--- src/rtl/mem_stage.sv ---
// Memory-access stage: issues one load or store on the data-memory bus with a
// ready/wait handshake and bounded wait, then hands the instruction and MDR to write-back.
module mem_stage #(
    parameter int          DATA_W   = 8,
    parameter int          ADDR_W   = 8,
    parameter logic [3:0]  OP_LOAD  = 4'b1001,
    parameter logic [3:0]  OP_STORE = 4'b1010,
    parameter int          TIMEOUT  = 15
) (
    input  logic              t2,
    input  logic              rst,
    input  logic              start,
    input  logic [15:0]       ir,
    input  logic [DATA_W-1:0] acc,
    output logic [ADDR_W-1:0] mem_addr,
    output logic [DATA_W-1:0] mem_wdata,
    output logic              mem_rd,
    output logic              mem_wr,
    input  logic [DATA_W-1:0] mem_rdata,
    input  logic              mem_ready,
    output logic [15:0]       wb_ir,
    output logic [DATA_W-1:0] mdr,
    output logic              done,
    output logic              busy,
    output logic              err
);

    localparam int CNT_W = $clog2(TIMEOUT) + 1;
    localparam logic [CNT_W-1:0] CNT_LAST = CNT_W'(TIMEOUT - 1);

    typedef enum logic [1:0] {IDLE, READ, WRITE, DONE} state_t;

    state_t            state_q, state_d;
    logic [ADDR_W-1:0] mem_addr_q, mem_addr_d;
    logic [DATA_W-1:0] mem_wdata_q, mem_wdata_d;
    logic [15:0]       wb_ir_q, wb_ir_d;
    logic [DATA_W-1:0] mdr_q, mdr_d;
    logic              err_q, err_d;
    logic [CNT_W-1:0]  cnt_q, cnt_d;

    always_comb begin
        state_d     = state_q;
        mem_addr_d  = mem_addr_q;
        mem_wdata_d = mem_wdata_q;
        wb_ir_d     = wb_ir_q;
        mdr_d       = mdr_q;
        err_d       = err_q;
        cnt_d       = cnt_q;
        case (state_q)
            IDLE: begin
                if (start) begin
                    wb_ir_d     = ir;
                    mem_addr_d  = ir[ADDR_W-1:0];
                    mem_wdata_d = acc;
                    err_d       = 1'b0;
                    cnt_d       = '0;
                    if (ir[15:12] == OP_LOAD)
                        state_d = READ;
                    else if (ir[15:12] == OP_STORE)
                        state_d = WRITE;
                    else
                        state_d = DONE;
                end
            end
            // Loads and stores share the ready/timeout handling; only loads capture data.
            READ, WRITE: begin
                if (mem_ready) begin
                    if (state_q == READ)
                        mdr_d = mem_rdata;
                    state_d = DONE;
                end else if (cnt_q == CNT_LAST) begin
                    err_d   = 1'b1;
                    state_d = DONE;
                end else begin
                    cnt_d = cnt_q + CNT_W'(1);
                end
            end
            DONE:    state_d = IDLE;
            default: state_d = IDLE;
        endcase
    end

    always_ff @(posedge t2) begin
        if (rst) begin
            state_q     <= IDLE;
            mem_addr_q  <= '0;
            mem_wdata_q <= '0;
            wb_ir_q     <= '0;
            mdr_q       <= '0;
            err_q       <= 1'b0;
            cnt_q       <= '0;
        end else begin
            state_q     <= state_d;
            mem_addr_q  <= mem_addr_d;
            mem_wdata_q <= mem_wdata_d;
            wb_ir_q     <= wb_ir_d;
            mdr_q       <= mdr_d;
            err_q       <= err_d;
            cnt_q       <= cnt_d;
        end
    end

    // Handshake strobes are pure state decodes, so they drop on the reset edge.
    assign mem_rd    = (state_q == READ);
    assign mem_wr    = (state_q == WRITE);
    assign done      = (state_q == DONE);
    assign busy      = (state_q != IDLE);
    assign mem_addr  = mem_addr_q;
    assign mem_wdata = mem_wdata_q;
    assign wb_ir     = wb_ir_q;
    assign mdr       = mdr_q;
    assign err       = err_q;

endmodule

--- config.mk ---
export PLATFORM = sky130hd
export DESIGN_NAME = mem_stage
export DESIGN_NICKNAME = d
export VERILOG_FILES = /design/src/rtl/mem_stage.sv
export SDC_FILE = /design/constraint.sdc
export NUM_CORES = 1
export LEC_CHECK = 0
export BUFFER_PORTS_ARGS = -buffer_cell sky130_fd_sc_hd__buf_2
export CAP_MARGIN = 30
export CORE_MARGIN = 3
export CORE_UTILIZATION = 35
export DETAILED_ROUTE_END_ITERATION = 12
export GPL_ROUTABILITY_DRIVEN = 0
export HOLD_SLACK_MARGIN = 0.06
export PLACE_DENSITY = 0.65
export SLEW_MARGIN = 40
export SYNTH_ARGS = -nofsm -noshare
export SYNTH_HDL_FRONTEND = slang
export SYNTH_SLANG_ARGS = --single-unit
--- constraint.sdc ---
create_clock -name t2 -period 1.85 [get_ports t2]
set_input_delay 0.185 -clock t2 [delete_from_list [all_inputs] [get_ports t2]]
set_output_delay 0.185 -clock t2 [all_outputs]
set_load 0.1 [all_outputs]
# [Word-level counts from Yosys, hierarchy flattened]
# Cells that the tools add are included.
[op_classes] n_addsub=1 eq_ne=11 mux=14 reduce_logical=9
[ops] cell="$mux W5" n=3
[ops] cell="$pmux W5 S2" n=1
[ops] cell="$eq A4 B4 Y1 const B" n=2
[ops] cell="$mux W2" n=4
[ops] cell="$ne A2 B2 Y1 const B" n=4
[ops] cell="$reduce_and A4 Y1" n=2
[ops] cell="$pmux W2 S3" n=1
[ops] cell="$add A5 B1 Y5 const B" n=1
[ops] cell="$eq A5 B4 Y1 const B" n=1
[ops] cell="$eq A2 B2 Y1 const B" n=2
[ops] cell="$mux W1" n=4
[ops] cell="$reduce_and A2 Y1" n=2
[ops] cell="$reduce_bool A2 Y1" n=2
[ops] cell="$ne A3 B3 Y1 const B" n=1
[ops] cell="$reduce_and A3 Y1" n=1
[ops] cell="$eq A2 B1 Y1 const B" n=1
[ops] cell="$logic_not A2 Y1" n=1
[ops] cell="$pmux W1 S2" n=1
[ops] cell="$reduce_or A2 Y1" n=1
[totals] regBits=48 input_bits=36 output_inout_bits=45 word_cells=42

# [Logic depth before layout (Yosys ltp)]
[depth] word_depth=5 ltp_mapped=7 ltp_nobuf=6

# [Least setup slack after synthesis]
# No wires, ideal clock.
[synth_path] path_kind="reg-to-reg" from="register state_q[1]" to="register mdr_q[0], in the netlist mdr[0]" setup_ps=132 t_arrival_ps=1874 path_slack_ps=-156 path_stages_with_launch=7 synth_period_minus_slack_ps=2006 path_cell_list="dfxtp_1 inv_1 ha_1 clkbuf_1 nand2_1 nand2_1 a21oi_1"
[synth_via] elab_chain_cells=3
[synth_lines] element="start, declared" line="33" text="state_t state_q, state_d;"
[synth_lines] element="start signal, assigned" line="93" text="state_q <= state_d;"
[synth_lines] element="$eq A2 B1 Y1 (*)"
[synth_lines] element="net mem_rd" line="17" text="output logic mem_rd,"
[synth_lines] element="$reduce_or A2 Y1" line="49" text="case (state_q)"
[synth_lines] element="$reduce_and A3 Y1 (no source line) (*)"
[synth_lines] element="end signal, assigned" line="97" text="mdr_q <= mdr_d;"
[synth_lines] element="end, declared" line="37" text="logic [DATA_W-1:0] mdr_q, mdr_d;"
# Mark *: on every way through the listed nets, which the timed path passes. The rest lies on a longest branch.
# A chain may end at the register's enable or synchronous reset.

# [Worst setup path after layout]
[layout_path] from="register state_q[1]" to="output port mem_rd"
[layout_via] elab_chain_cells=1
[layout_lines] element="$eq A2 B1 Y1" line="104" text="assign mem_rd = (state_q == READ);"
[layout_lines] element="end, declared" line="17"
# Every way passes these cells.

==> run summary <==
run status - complete, no violations
number of antenna violations at the first check in global routing - 0
ys flop type - sky130_fd_sc_hd__dfxtp_1
drt via density - 4.561
maximum count of clock buffers along a single path - 2
type of the worst setup path - flip-flop to output pin
Crit-path slowest cell - sky130_fd_sc_hd__buf_2
via count of the first global-routing pass - 1536
number of primary I/O pins - 81
fraction of final layout cells sized beyond drive strength 1 - 0.3531
data arrival time of the worst path - 1.59 ns
critical path peak fanout - 10
worst clock skew on the final layout - 0.004254 ns
number of buffers inserted by port buffering - 80
Starting Density - 0.3789
number of setup violations in the final report - 0
sequential fraction of design power - 0.266
top cells by instance count after synthesis - sky130_fd_sc_hd__nand2_1 (58), sky130_fd_sc_hd__dfxtp_1 (40), sky130_fd_sc_hd__a21oi_1 (34)
Slew @ Worst Pin - 0.4939 ns
row count - 24
relative slew slack - 0.6730
wire length of the first global-routing pass - 6913 um
buffer cell driving the clock tree root - sky130_fd_sc_hd__clkbuf_8
Clk Latency, worst-skew pair - 0.29 ns
final number of max-transition violations - 0
Antenna Nets Post-Route - 0
Routed wire per std cell - 11.74 um
CP Capture Type - output pin
starting DRC count in detailed routing - 59
Congestion Overflow GR - 0
data required time at the worst endpoint - 1.66 ns
number of buffers inserted to repair setup after CTS - 0
post-synth design cell area - 1718 um^2
Synth-to-Final Area Change - 30.88%
number of storage elements in the synthesis netlist - 40
most repeated cell in the gate-level netlist after synthesis - sky130_fd_sc_hd__nand2_1
switching power as a share of total power - 0.5606
worst-case hold slack - 0.1252 ns
Inserted Diodes - 0
mean post-synth cell area - 8.180 um^2
cell internal pwr - 1.798 mW
ranking of synthesized cells by area - sky130_fd_sc_hd__dfxtp_1 (47%), sky130_fd_sc_hd__nand2_1 (13%), sky130_fd_sc_hd__a21oi_1 (9.9%)
detailed placement HPWL - 2925 um
share of flip-flops with an asynchronous set or reset - 0
cell depth of the worst min-delay path - 3
Hold Violations, Final - 0
Die X - 76.06 um
Final TNS setup - 0 ns
max-cap viol count - 0
Post-Route WL - 4122 um
H-tree level count - 2
cell breakdown of the critical path - inv_1 -> buf_4 -> ha_2 -> buf_2
net count after synthesis - 253
Net Switching - 2.294 mW
core area - 4534 um^2
cell leakage power - 1.060 nW
CTS Hold Bufs - 0
number of distinct library cell variants in the gate-level netlist after synthesis - 29
achievable frequency - 563.3 MHz
sequential cell area fraction in the yosys report - 0.4661
TritonCTS clock tree - done
gate count of the mapped netlist - 210
unrepaired setup endpoints after global routing - false
number of gates given a new drive strength after cts - 0
GR Util All Layers - 0.1423
CP startpoint kind - flip-flop
number of remaining DRC errors - 0
height of the chip - 76.06 um
count of nets after finishing - 328
TritonRoute pass-1 iters - 4
relative contribution of the clock network to total power - 0.138
power per unit of standard cell area - 1820 nW/um^2
combinational cell fraction of total power - 0.596
clock net sink count - 40
final worst path period share - 0.9596
library cell with the largest summed area after synthesis - sky130_fd_sc_hd__dfxtp_1
pin count of the biggest net entering global routing - 27
total clock buffers created by CTS - 5
minimum clock period after layout - 1.775 ns
class of the most critical hold timing path - input port to flip-flop
register clock-pin slew on the reported worst setup and hold paths - 0.08 ns
full die area - 5785 um^2
delay of the slowest cell on the worst path - 0.47 ns
number of enable-type register cells in the synthesized netlist - 0
via count - 1601
total number of yosys warnings - 0
portion of synthesized cell area occupied by the leading cell type - 0.4661
worst-case vdd ir drop - 1.061 mV
count of cells along the worst register-to-register path - 7
layer usage:
metal | track usage | share of wire
met2 | 0.2473 | 0.48
met5 | 0 | 0
met4 | 0.03804 | 0.010
met3 | 0.04965 | 0.072
met1 | 0.1665 | 0.44
placed cells by master (no fill, tap or decap), types with 2 or more instances in the layout:
cell	instances
sky130_fd_sc_hd__a21oi_1	34
sky130_fd_sc_hd__a31oi_1	2
sky130_fd_sc_hd__and2_1	2
sky130_fd_sc_hd__and2b_2	2
sky130_fd_sc_hd__buf_2	80
sky130_fd_sc_hd__buf_4	7
sky130_fd_sc_hd__clkbuf_1	2
sky130_fd_sc_hd__clkbuf_8	5
sky130_fd_sc_hd__dfxtp_1	40
sky130_fd_sc_hd__ha_1	4
sky130_fd_sc_hd__ha_2	2
sky130_fd_sc_hd__inv_1	6
sky130_fd_sc_hd__mux2i_1	2
sky130_fd_sc_hd__nand2_1	58
sky130_fd_sc_hd__nand3_1	16
sky130_fd_sc_hd__nor2_1	4
sky130_fd_sc_hd__o211ai_1	2
sky130_fd_sc_hd__o21ai_0	2
sky130_fd_sc_hd__or4_1	2
power by group through the flow:
| stage | Clock [mW] | Combinational [mW] | Sequential, mW |
|---|---|---|---|
| floorplan | 0 | 1.18 | 1.96 |
| CTS | 0.589 | 2.40 | 1.09 |
| finish | 0.565 | 2.44 | 1.09 |
| detailed placement | 0 | 2.40 | 1.11 |
| global placement | 0 | 2.38 | 1.11 |
| global route | 0.626 | 2.57 | 1.11 |
kinds of logic after synthesis:
family	after synthesis	share of synthesized area
buffers and inverters	25	0.07648
multiplexers	2	0.01165
flip-flops	40	0.4661
AO/OA/AOI/OAI	44	0.1471
adder cells (fa/ha/maj)	7	0.05098
XOR/XNOR	1	0.005099
AND/OR/NAND/NOR	91	0.2425
worst paths after layout:
kind	slack, ns	endpoint	from
hold reg to reg	0.45	mem_wdata[2]	mem_wdata[2]
setup reg to reg	0.13	cnt_q[3]	state_q[1]
hold / removal	0.13	mem_addr[6]	ir[6]
setup / recovery	0.07	mem_rd	state_q[1]
through the flow:
| step | setup slack (ns) | instance area [um^2] | power [mW] | std cells | utilization |
|---|---|---|---|---|---|
| after floorplan | 0.08419 | 1720 | 3.134 | 210 | - |
| after global placement | 0.07676 | 2146 | 3.484 | 343 | 0.4732 |
| after detailed placement | 0.01274 | 2146 | 3.507 | 343 | 0.4732 |
| after CTS | 0.00004730 | 2231 | 4.080 | 351 | 0.4920 |
| after global routing | 0.003613 | 2248 | 4.304 | 351 | 0.4959 |
| final | 0.07470 | 2248 | 4.092 | 351 | 0.4959 |
final cells by class:
class | count | area, um^2
inverter | 6 | 22.52
timing repair buffer | 87 | 452.9
tap | 65 | 81.33
multi-input combinational | 145 | 805.8
fill | 464 | 2286
sequential | 40 | 800.8
clock inverter | 1 | 8.758
clock buffer | 7 | 76.32
critical path, delay by kind of cell, from the launching register on:
family,cells,cell delay (ns)
flops,1,0.31
fa+ha+maj,1,0.28
buf+inv,3,0.71
sequential cells by signal (all words and copies together), names as in the netlist:
register / cells
state_q: 2
mdr: 8
mem_wdata: 8
cnt_q: 5
err: 1
wb_ir: 9
mem_addr: 7
(Power assumes the default switching activity.)
